$ cat src/rtl/mult_job_sequencer.sv
// mult_job_sequencer: job FIFO, one-at-a-time launch and held result slot for a
// shift-add multiplier core, with a DONE watchdog.  Rev 1.0
`default_nettype none

module mult_job_sequencer #(
    parameter int N       = 32,
    parameter int DEPTH   = 4,
    parameter int TIMEOUT = 160
) (
    input  logic           clk_i,
    input  logic           rst_ni,
    input  logic           in_valid_i,
    output logic           in_ready_o,
    input  logic [N-1:0]   in_plier_i,
    input  logic [N-1:0]   in_cand_i,
    output logic           mul_st_o,
    output logic [N-1:0]   mul_plier_o,
    output logic [N-1:0]   mul_cand_o,
    input  logic           mul_done_i,
    input  logic [2*N-1:0] mul_product_i,
    output logic           out_valid_o,
    input  logic           out_ready_i,
    output logic [2*N-1:0] out_product_o,
    output logic           out_err_o,
    output logic           busy_o
);

    localparam int AW = (DEPTH > 1) ? $clog2(DEPTH) : 1;
    localparam int CW = $clog2(DEPTH + 1);
    localparam int WW = $clog2(TIMEOUT + 1);

    typedef enum logic [1:0] {
        S_IDLE  = 2'd0,
        S_START = 2'd1,
        S_WAIT  = 2'd2
    } state_t;

    state_t           state_q;
    logic [N-1:0]     plier_mem [DEPTH];
    logic [N-1:0]     cand_mem  [DEPTH];
    logic [AW-1:0]    wr_ptr_q, rd_ptr_q;
    logic [CW-1:0]    count_q, count_d;
    logic             in_ready_q;
    logic             mul_st_q;
    logic [N-1:0]     mul_plier_q, mul_cand_q;
    logic             out_valid_q;
    logic [2*N-1:0]   out_product_q;
    logic             out_err_q;
    logic [WW-1:0]    wdog_q;
    logic             do_push, do_pop;

    assign do_push = in_valid_i && in_ready_q;
    // Launch waits for an empty result slot so capture and accept never collide.
    assign do_pop  = (state_q == S_IDLE) && (count_q != '0) && !out_valid_q;

    always_comb begin
        count_d = count_q + CW'(do_push) - CW'(do_pop);
    end

    always_ff @(posedge clk_i) begin
        if (do_push) begin
            plier_mem[wr_ptr_q] <= in_plier_i;
            cand_mem[wr_ptr_q]  <= in_cand_i;
        end
    end

    always_ff @(posedge clk_i) begin
        if (!rst_ni) begin
            state_q       <= S_IDLE;
            wr_ptr_q      <= '0;
            rd_ptr_q      <= '0;
            count_q       <= '0;
            in_ready_q    <= 1'b0;
            mul_st_q      <= 1'b0;
            mul_plier_q   <= '0;
            mul_cand_q    <= '0;
            out_valid_q   <= 1'b0;
            out_product_q <= '0;
            out_err_q     <= 1'b0;
            wdog_q        <= '0;
        end else begin
            count_q    <= count_d;
            in_ready_q <= (count_d != CW'(DEPTH));
            if (do_push) wr_ptr_q <= wr_ptr_q + AW'(1);
            if (do_pop)  rd_ptr_q <= rd_ptr_q + AW'(1);
            if (out_valid_q && out_ready_i) out_valid_q <= 1'b0;

            case (state_q)
                S_IDLE: begin
                    mul_st_q <= 1'b0;
                    if (do_pop) begin
                        mul_plier_q <= plier_mem[rd_ptr_q];
                        mul_cand_q  <= cand_mem[rd_ptr_q];
                        mul_st_q    <= 1'b1;
                        state_q     <= S_START;
                    end
                end
                S_START: begin
                    mul_st_q <= 1'b0;
                    wdog_q   <= '0;
                    state_q  <= S_WAIT;
                end
                S_WAIT: begin
                    mul_st_q <= 1'b0;
                    // wdog_q==0 marks the first WAIT cycle, where a stale DONE is ignored.
                    if (mul_done_i && (wdog_q != '0)) begin
                        out_product_q <= mul_product_i;
                        out_err_q     <= 1'b0;
                        out_valid_q   <= 1'b1;
                        state_q       <= S_IDLE;
                    end else if (wdog_q == WW'(TIMEOUT - 1)) begin
                        out_product_q <= '0;
                        out_err_q     <= 1'b1;
                        out_valid_q   <= 1'b1;
                        state_q       <= S_IDLE;
                    end else begin
                        wdog_q <= wdog_q + WW'(1);
                    end
                end
                default: begin
                    mul_st_q <= 1'b0;
                    state_q  <= S_IDLE;
                end
            endcase
        end
    end

    assign in_ready_o    = in_ready_q;
    assign mul_st_o      = mul_st_q;
    assign mul_plier_o   = mul_plier_q;
    assign mul_cand_o    = mul_cand_q;
    assign out_valid_o   = out_valid_q;
    assign out_product_o = out_product_q;
    assign out_err_o     = out_err_q;
    assign busy_o        = (state_q != S_IDLE) || (count_q != '0);

endmodule

`default_nettype wire
$ cat config.mk
export PLATFORM = sky130hd
export DESIGN_NAME = mult_job_sequencer
export DESIGN_NICKNAME = d
export VERILOG_FILES = /design/src/rtl/mult_job_sequencer.sv
export SDC_FILE = /design/constraint.sdc
export NUM_CORES = 1
export LEC_CHECK = 0
export ABC_CLOCK_PERIOD_IN_PS = 2500
export BUFFER_PORTS_ARGS = -buffer_cell sky130_fd_sc_hd__clkbuf_2
export CAP_MARGIN = 20
export CORE_ASPECT_RATIO = 0.7
export CORE_MARGIN = 4
export CORE_UTILIZATION = 45
export DETAILED_ROUTE_END_ITERATION = 8
export PLACE_DENSITY = 0.76
export SLEW_MARGIN = 5
export SYNTH_ARGS = -nofsm -noshare
export SYNTH_HDL_FRONTEND = slang
export SYNTH_SLANG_ARGS = --single-unit
$ cat constraint.sdc
create_clock -name clk_i -period 2.5 [get_ports clk_i]
set_clock_uncertainty 0.1 [all_clocks]
set_input_delay 0.125 -clock clk_i [delete_from_list [all_inputs] [get_ports clk_i]]
set_output_delay 0.125 -clock clk_i [all_outputs]
set_load 0.005 [all_outputs]
**Word-level counts from Yosys, hierarchy flattened**

Memories as Yosys holds them, arrays and structs flattened. A register that Yosys moved wholly into a read port is not among the register bits.
Cells that the tools add are included.

- Register bits after elaboration: 85
- Bits in writable memories: 256
- Output and inout bits: 133
- Word-level logic and storage cells: 63
- Memories kept: 2

- $add $sub $neg: 5
- Equality and inequality tests: 8
- Multiplexer cells: 18
- Reductions and logical operators: 20

Memory list:

| memory | words | width | rd ports | clocked after Yosys merged registers in | write ports | line | text |
|---|---|---|---|---|---|---|---|
| cand_mem | 4 | 32 | 1 | 1 | 1 | 40 | `logic [N-1:0] cand_mem [DEPTH];` |
| plier_mem | 4 | 32 | 1 | 1 | 1 | 39 | `logic [N-1:0] plier_mem [DEPTH];` |

Operators with widths:

| cell | count |
|---|---|
| two-way mux 64 bit | 2 |
| two-way mux 8 bit | 2 |
| one-hot mux 8 bit (2 select lines) | 1 |
| two-way mux 1 bit | 9 |
| adder 8 x 1 -> 8 bit, second input constant | 1 |
| == test 8 bit, second input constant | 1 |
| AND reduction 2 bit | 4 |
| nonzero test 8 bit | 1 |
| two-way mux 2 bit | 3 |
| != test 2 bit, second input constant | 3 |
| != test 3 bit, second input constant | 2 |
| one-hot mux 2 bit (3 select lines) | 1 |
| nonzero test 2 bit | 3 |
| logical AND 1 bit | 5 |
| adder 2 x 1 -> 2 bit, second input constant | 2 |
| adder 3 x 1 -> 3 bit | 1 |
| logical NOT 1 bit | 3 |
| AND reduction 3 bit | 1 |
| nonzero test 3 bit | 1 |
| subtractor 3 x 1 -> 3 bit | 1 |
| == test 2 x 1 -> 1 bit, second input constant | 1 |
| == test 2 bit, second input constant | 1 |
| logical NOT 2 bit | 1 |
| logical OR 1 bit | 1 |

**Logic depth before layout (Yosys ltp)**

Gate-level depths: netlist of the first run.

- Depth after elaboration: 5
- Mapped depth: 11
- Gate-level depth less buffers: 9

**Least setup slack after synthesis of the first run**

No wires, ideal clock.

- Path type: flip-flop to flip-flop
- From: register wr_ptr_q[0]
- To: memory cand_mem[2][0], enable pin
- Arrival time: 2091 ps
- Path slack: -120 ps
- Stages on the path, launching flop included: 4
- Path buffers: 0
- Cells stage by stage: dfxtp_1 inv_1 ha_1 and3_1

RTL lines:

| element | line | text |
|---|---|---|
| from (decl) | 41 | `logic [AW-1:0] wr_ptr_q, rd_ptr_q;` |
| from (signal assigned) | 84 | `if (do_push) wr_ptr_q <= wr_ptr_q + AW'(1);` |
| to (decl) | 40 |  |

Straight into the memory's write port.

**Final worst setup path of the first run**

- From: register wdog_q[0]
- To: register out_product_q[51], in the netlist out_product_o[51]

- Longest elaborated chain between the ends: 4

RTL lines:

| element | line | text |
|---|---|---|
| from (decl) | 49 | `logic [WW-1:0] wdog_q;` |
| from (signal assigned) | 117 | `wdog_q <= wdog_q + WW'(1);` |
| nonzero test 8 bit | 106 | `if (mul_done_i && (wdog_q != '0)) begin` |
| logical AND 1 bit | 106 |  |
| nonzero test 2 bit (no source line) | - |  |
| AND reduction 2 bit (no source line) | - |  |
| to (signal assigned) | 107 | `out_product_q <= mul_product_i;` |
| to (decl) | 47 | `logic [2*N-1:0] out_product_q;` |

Parallel ways exist; a longest one is shown, timed or not.
A chain may end at the register's enable or synchronous reset.

==> results of run 1 <==
## metal layers
layer / vias to the layer above / wire length (um) / track usage / part of all wire
met2: 368 / 17400 / 0.3195 / 0.49
met4: 0 / 980 / 0.06542 / 0.027
met3: 76 / 2290 / 0.04405 / 0.064
met1: 4815 / 14980 / 0.2605 / 0.42
li1: 4346 / - / - / -
met5: - / 0 / 0 / 0
## how the worst max path moves through the flow
stage,to,cells after the start,slack [ps]
after global placement,in_ready_o,9,160
after global routing,out_product_o[51],8,-30
after detailed placement,in_ready_o,9,60
after CTS,in_ready_o,9,60
final,out_product_o[51],8,10
after floorplan,in_ready_o,10,100
## cells by family (layout without fill, tap and decap cells)
group | after synthesis | count (layout) | synth area share
adder cells (fa/ha/maj) | 9 | 9 | 0.008253
flip-flops | 405 | 405 | 0.7331
buffers and inverters | 72 | 517 | 0.01986
other | 0 | 4 | 0
XOR/XNOR | 5 | 5 | 0.003009
multiplexers | 66 | 66 | 0.1004
AO/OA/AOI/OAI | 155 | 156 | 0.08055
AND/OR/NAND/NOR | 186 | 186 | 0.05484
## sequential cells by signal, summed over array words and instances, names as in the netlist
signal	cells
count_q	3
wr_ptr_q	2
cand_mem	128
out_product_o	64
mul_cand_o	32
mul_plier_o	32
state_q	2
mul_st_o	1
wdog_q	8
in_ready_o	1
rd_ptr_q	2
out_err_o	1
plier_mem	128
out_valid_o	1
## final cells by class
cell class	count	area, sq um	area share
antenna	4	10.01	0.0005181
clock inverter	14	113.9	0.005894
sequential	405	10680	0.5528
timing repair buffer	434	3148	0.1630
multi-input combinational	422	3647	0.1888
clock buffer	58	1154	0.05972
tap	420	525.5	0.02720
inverter	11	41.29	0.002137
## cells in the mapped netlist, drive strengths merged, types with 3 or more instances
cell type,n
dfxtp,149
ha,8
a21oi,70
nand2b,4
o21ai,3
inv,11
buf,14
clkbuf,47
nand3,5
and2,5
edfxtp,256
mux4,64
or4,3
nor2,11
and3,4
xnor2,4
nand2,140
a32o,64
## what timing repair did
action,CTS,global route
resized for setup,0,2
setup buffers,0,1
hold endpoints to repair,333,0
endpoints found under the setup margin,0,61
hold buffers,132,0
## power groups by stage
stage          Sequential, mW  Combinational, mW  Clock [mW]
2_1_floorplan            8.54               2.73           0
3_3_place_gp             8.61               4.35           0
3_5_place_dp             8.66               4.49           0
4_1_cts                  8.53               4.67        5.91
5_1_grt                  8.63               5.10        6.21
6_report                 8.53               4.65        5.78
## cells in the final DEF (no fill, tap or decap), drive strengths merged, types with 5 or more instances in the layout
cell / n
a32o: 64
edfxtp: 256
dfxtp: 149
and2: 5
clkbuf: 325
nand2: 140
dlygate4sd3: 132
inv: 12
a21oi: 70
ha: 8
nand3: 5
nor2: 11
buf: 35
mux4: 64
clkinv: 11
## through the flow
stage                 util  area, sq um  TNS [ps]  instances  worst slack [ps]
floorplan                -        14560         0        898             95.26
global placement    0.5273        16640         0       1556             162.9
detailed placement  0.5273        16640         0       1556             62.72
CTS                 0.6093        19230         0       1760             57.35
global route        0.6121        19310    -55.08       1766            -26.65
finish              0.6123        19320         0       1768             12.18
## critical path, cell delays in order, from the launching register on
cell,delay [ps]
dfxtp_1,330
inv_2,70
ha_1,140
or4b_4,500
o41a_1,520
o21ai_4,190
buf_12,150
clkbuf_16,170
a32o_1,230
==> results.json, run 1 <==
{
  "grt-ovfl-total": 0,
  "core.rowCount": 54,
  "tightest_slew_ps": 868.3,
  "swShare": 0.2913,
  "tritoncts": "built",
  "clockPowerShare": 0.305,
  "synthToLayoutAreaGrowth_pct": 32.73,
  "fillerInstances": 2242,
  "hpwl_mm": 21.15,
  "dieArea_sq_mm": 0.03533,
  "routed_via_density": 5.433,
  "min-delay-start": "mul_product_i[31]",
  "status": "finished clean",
  "portBuffers": 265,
  "firstDrtPassIters": 5,
  "fmax_ghz": 0.4020,
  "drc": 0,
  "first_iter_violations": 740,
  "place_congestion": 0.7979,
  "ys_seq_elements": 405,
  "min_period_ps": 2488,
  "grt_pass1_vias": 9714,
  "final_nets": 1455,
  "clkSinkCount": 405,
  "cts_buffers": 39,
  "design.portCount": 266,
  "cp.arrival_ps": 2860,
  "p_int_mw": 13.44,
  "cp-end-kind": "flop",
  "hold_path_depth": 3,
  "setup.worst_path.class": "reg2reg",
  "crit_path_start_kind": "flop",
  "yosys_warnings": 0,
  "hold_path_class": "in2reg",
  "startpoint": "wdog_q[0]",
  "synth_top_cell_area_share": 0.5282,
  "clkTransAtPathRegs_ps": 70,
  "drive_gt1_frac": 0.3289,
  "yosys.area.top_type": "edfxtp_1",
  "seq_area_frac_synth": 0.7331,
  "drv_slew": 0,
  "rr_startpoint": "wdog_q[0]",
  "synth_area_sq_mm": 0.01456,
  "vias": 9605,
  "power.switching_mw": 5.524,
  "rr_endpoint": "out_product_o[51]",
  "synth_nets": 1040,
  "ys_types": 49,
  "track_usage": 0.1942,
  "p_seq_frac": 0.450,
  "synth-main-ff-cell": "edfxtp_1",
  "cp.required_ps": 2870,
  "antenna_found_initial": 2,
  "min_period_over_period": 0.9951,
  "clock_latency_ps": 550,
  "routed_wl_mm": 35.65,
  "grt_max_degree": 67,
  "synth_cells": 898,
  "leakage_nw": 7.134,
  "maxCapViolCount": 0,
  "wl_per_cell_um": 20.16,
  "synth_edf_count": 256,
  "setup_viol": 0,
  "root_buffer": "clkbuf_16",
  "ir_drop_mv": 1.173,
  "yosys-top-cells-area": "edfxtp_1, dfxtp_1, mux4_2, a32o_1, nand2_1",
  "fp.dieH_um": 158.5,
  "r2r_setup_slack_ps": 10,
  "relSlewSlack": 0.4211,
  "avgSynthCellArea_sq_um": 16.21,
  "coreArea_sq_mm": 0.03155,
  "total_power_mw": 18.96,
  "rsz0062_at_grt": "yes",
  "fin_hold_ws_ps": 228.1,
  "worstPathMaxFanout": 18,
  "dieWidth_um": 223.0,
  "ff2ff_path_depth": 8,
  "async_flop_share": 0,
  "cts.htree.levels": 2,
  "power_density_mw_per_mm2": 981.5,
  "final_antenna_net_count": 0,
  "combPwrFrac": 0.245,
  "start_util": 0.4613,
  "holdPathEnd": "out_product_o[31]",
  "finalHoldViolations": 0,
  "grt_first_pass_wirelength_mm": 54.45,
  "clk_path_buf_depth": 3
}
No activity file was read; power rests on OpenSTA's default activity.
==> run 2, diff against run 1 <==
- GPL_TIMING_DRIVEN: unset -> 0
- RECOVER_POWER: unset -> 50
==> results.json, run 2 (synthesis results as in run 1) <==
{
  "relSlewSlack": 0.3591,
  "critPathSlowestCell": "or4_4",
  "critPathBufInv": 3,
  "ir_drop_mv": 0.8077,
  "worstPathMaxFanout": 6,
  "cp_slowest_stage_delay_ps": 560,
  "cp_common_cell": "ha_1",
  "rsz0062_at_grt": "no",
  "top_usage_layer": "met2",
  "routed_wl_mm": 36.31,
  "layout_common_cells": "edfxtp_1, clkbuf_1, dfxtp_1, nand2_1, dlygate4sd3_1",
  "grt_use_met2": 0.3297,
  "grt_pass1_vias": 9907,
  "root_buffer": "clkbuf_16",
  "clkTransAtPathRegs_ps": 60,
  "placed_area_sq_mm": 0.01654,
  "cp-end-kind": "flop",
  "grt_max_degree": 51,
  "core.rowCount": 54,
  "crit_path_start_kind": "flop",
  "dieArea_sq_mm": 0.03533,
  "clkSinkCount": 405,
  "finalInstanceArea_sq_mm": 0.01906,
  "dieWidth_um": 223.0,
  "setup.worst_path.class": "reg2reg",
  "cts_buffers": 39,
  "clk_path_buf_depth": 3,
  "hold_path_class": "in2reg",
  "final_antenna_net_count": 0,
  "place_congestion": 0.8493,
  "leakage_nw": 6.568,
  "fmax_ghz": 0.4087,
  "vias": 9649,
  "firstDrtPassIters": 5,
  "drc": 0,
  "setup_viol": 0,
  "cts.htree.levels": 2,
  "grt_util_met1": 0.2745,
  "final_common_cell": "edfxtp_1",
  "track_usage": 0.2016,
  "antenna_found_initial": 3,
  "finalHoldViolations": 0,
  "critPathTopFamily": "adder cells",
  "final_nets": 1484,
  "cp.required_ps": 2780,
  "gr-usage-met3": 0.04442,
  "status": "finished clean",
  "tritoncts": "built",
  "cp.arrival_ps": 2730,
  "min_period_over_period": 0.9786,
  "grt_first_pass_wirelength_mm": 55.75,
  "coreArea_sq_mm": 0.03155,
  "r2r_setup_slack_ps": 50,
  "multi_input_area_sq_mm": 0.003632,
  "fp.dieH_um": 158.5,
  "drive_gt1_frac": 0.1977,
  "portBuffers": 265,
  "drv_slew": 0,
  "tightest_slew_ps": 961.3,
  "start_util": 0.4613,
  "power_density_mw_per_mm2": 1000,
  "first_iter_violations": 897,
  "clock_latency_ps": 530,
  "routed_via_density": 5.375,
  "grt-ovfl-total": 0,
  "min_period_ps": 2447,
  "maxCapViolCount": 0,
  "ff_latch_area_sq_mm": 0.01068,
  "synthToLayoutAreaGrowth_pct": 30.92,
  "wl_per_cell_um": 20.23,
  "hpwl_mm": 22.79,
  "crit_chain": "or4_4 -> inv_4 -> clkbuf_8 -> ha_1 -> inv_1 -> ha_1 -> fa_1 -> nor2_1 -> a21oi_1",
  "fillerInstances": 2415,
  "total_power_mw": 19.06,
  "design.portCount": 266
}
[run 2: power by group]
| group | switching (mW) | internal (mW) | total (mW) |
|---|---|---|---|
| combinational | 2.67 | 2.01 | 4.68 |
| clock | 2.40 | 3.49 | 5.89 |
| sequential | 0.452 | 8.04 | 8.49 |
[run 2: stage by stage]
stage / utilization / TNS [ps] / hold slack (ps) / std cells / setup WS, ps
after floorplan: - / 0 / 123.9 / 898 / 95.26
final: 0.6039 / 0 / 245.6 / 1795 / 53.45
after global routing: 0.6039 / 0 / 236.3 / 1794 / 1.412
after detailed placement: 0.5241 / -7703 / 240.6 / 1587 / -298.0
after CTS: 0.6086 / 0 / 222.7 / 1789 / 2.917
after global placement: 0.5202 / -16830 / 235.3 / 1583 / -279.6
[run 2: path summary, 6_finish.rpt]
path | start | to | cells past startpoint
hold / removal | mul_product_i[9] | out_product_o[9] | 3
hold reg to reg | mul_plier_o[18] | mul_plier_o[18] | 2
setup reg to reg | state_q[1] | in_ready_o | 9
setup / recovery | state_q[1] | in_ready_o | 9
[run 2: worst min-delay path: cells and delay by family]
| kind | cells | cell delay [ps] |
|---|---|---|
| AOI/OAI and AO/OA | 1 | 100 |
| buffers and inverters | 2 | 620 |
[run 2: repair_timing]
action / 4_1_cts / 5_1_grt
hold buffers: 132 / 0
hold endpoints to repair: 328 / 0
setup endpoints to repair: 95 / 105
resized for setup: 15 / 28
pin swaps: 2 / 5
setup buffers: 2 / 3
[run 2: layout make-up]
class	count	share of cell area
antenna	4	0.0005253
clock inverter	14	0.007617
clock buffer	56	0.06001
timing repair buffer	406	0.1360
multi-input combinational	421	0.1906
inverter	11	0.002298
sequential	405	0.5603
buffer	58	0.01510
tap	420	0.02758
[run 2: layer usage]
layer | routed length (um) | part of all wire
met4 | 948 | 0.026
met5 | 0 | 0
met1 | 15410 | 0.42
met2 | 17520 | 0.48
met3 | 2435 | 0.067
==> run 3, diff against run 2 <==
- CORE_ASPECT_RATIO: 0.7 -> unset
==> results.json, run 3 (synthesis results as in run 1) <==
{
  "status": "finished clean",
  "worstPathMaxFanout": 5,
  "place_congestion": 0.8420,
  "fmax_ghz": 0.4122,
  "p_int_mw": 13.63,
  "startpoint": "wdog_q[1]",
  "rsz0062_at_grt": "yes",
  "cp-end-kind": "flop",
  "r2r_setup_slack_ps": 70,
  "fin_hold_ws_ps": 260.4,
  "setup.worst_path.class": "reg2reg",
  "dieArea_sq_mm": 0.03529,
  "drive_gt1_frac": 0.2145,
  "grt_max_degree": 50,
  "first_iter_violations": 678,
  "ir_drop_mv": 0.7559,
  "dieWidth_um": 187.8,
  "grt-ovfl-total": 0,
  "tightest_slew_ps": 1058,
  "drv_slew": 0,
  "multi_input_area_sq_mm": 0.003647,
  "layout_common_cells": "edfxtp_1, clkbuf_1, dfxtp_1, nand2_1, dlygate4sd3_1",
  "clkTransAtPathRegs_ps": 60,
  "wl_per_cell_um": 21.73,
  "clock_latency_ps": 540,
  "power.switching_mw": 5.744,
  "leakage_nw": 6.746,
  "swShare": 0.2964,
  "final_cells": 1797,
  "clk_path_buf_depth": 3,
  "placed_area_sq_mm": 0.01651,
  "min-delay-start": "mul_product_i[29]",
  "rr_endpoint": "out_product_o[25]",
  "ff_latch_area_sq_mm": 0.01068,
  "coreArea_sq_mm": 0.03172,
  "track_usage": 0.2094,
  "holdPathEnd": "out_product_o[29]",
  "grt_first_pass_wirelength_mm": 58.22,
  "portBuffers": 265,
  "final_nets": 1498,
  "start_util": 0.4589,
  "crit_path_start_kind": "flop",
  "fp.dieH_um": 187.8,
  "setup_viol": 0,
  "routed_via_density": 5.443,
  "p_seq_frac": 0.439,
  "drc": 0,
  "tns_ps": 0,
  "routed_wl_mm": 39.05,
  "design.portCount": 266,
  "firstDrtPassIters": 5,
  "synthToLayoutAreaGrowth_pct": 32.89,
  "vias": 9781,
  "maxCapViolCount": 0,
  "post-route-util": 0.6098,
  "min_period_ps": 2426,
  "hold_path_class": "in2reg",
  "combPwrFrac": 0.244,
  "cp.required_ps": 2850,
  "hold_path_depth": 3,
  "setup_slack_ps": 74.10,
  "finalHoldViolations": 0,
  "min_period_over_period": 0.9704,
  "ff2ff_path_depth": 9,
  "clkSinkCount": 405,
  "total_power_mw": 19.38,
  "relSlewSlack": 0.2950,
  "grt_pass1_vias": 10070,
  "fillerInstances": 2380,
  "final_antenna_net_count": 0,
  "power_density_mw_per_mm2": 1002,
  "core.rowCount": 65,
  "root_buffer": "clkbuf_16",
  "final_common_cell": "edfxtp_1",
  "hpwl_mm": 23.40,
  "clockPowerShare": 0.317,
  "cp.arrival_ps": 2780,
  "finalInstanceArea_sq_mm": 0.01934,
  "rr_startpoint": "wdog_q[1]",
  "cts.htree.levels": 2,
  "tritoncts": "built",
  "place_ws_ps": -237.5,
  "antenna_found_initial": 5,
  "cts_buffers": 42,
  "dp.cells": 1569
}
[run 3: worst max-delay path by stage]
| stage | slack [ps] | cells after the start | to |
|---|---|---|---|
| 2_1_floorplan | 100 | 10 | in_ready_o |
| 4_1_cts | 8 | 7 | out_product_o[47] |
| 5_1_grt | -20 | 9 | in_ready_o |
| 3_5_place_dp | -240 | 7 | mul_cand_o[9] |
| 6_report | 70 | 9 | out_product_o[25] |
| 3_3_place_gp | -240 | 7 | mul_cand_o[9] |
[run 3: critical path: stages (launching register included)]
cell and delay (ps):
dfxtp_4 370, inv_4 60, ha_4 100, or4b_4 480
o41a_1 470, o21ai_4 220, buf_6 140, clkbuf_16 140
buf_8 110, a32o_1 170
[run 3: power groups by stage]
stage                     registers (mW)  logic (mW)  clock network (mW)
final                               8.50        4.73                6.14
after detailed placement            8.61        4.53                   0
after global placement              8.59        4.41                   0
after global routing                8.58        5.29                6.56
after floorplan                     8.54        2.73                   0
after CTS                           8.49        4.78                6.24
[run 3: cell type report]
| type | count | area share |
|---|---|---|
| Multi-Input combinational cell | 421 | 0.1886 |
| Buffer | 60 | 0.01740 |
| Clock buffer | 59 | 0.06204 |
| Clock inverter | 18 | 0.008539 |
| Sequential cell | 405 | 0.5522 |
| Antenna cell | 6 | 0.0007762 |
| Timing Repair Buffer | 415 | 0.1420 |
| Inverter | 11 | 0.002523 |
| Tap cell | 402 | 0.02600 |
[run 3: metal layers]
metal  GRT usage  routed length, um  up-vias
met4     0.05985               1175        0
met3     0.06124               3215       80
met1      0.2436              14620     4836
li1            -                  -     4431
met5           0                  0        -
met2      0.3778              20040      434
[run 3: timing repair]
item / 4_1_cts / 5_1_grt
endpoints found under the setup margin: 96 / 98
buffers inserted: 0 / 8
resized for setup: 10 / 60
pin swaps: 0 / 7
endpoints found under the hold margin: 328 / 0
hold buffers: 132 / 0
gates cloned: 0 / 6
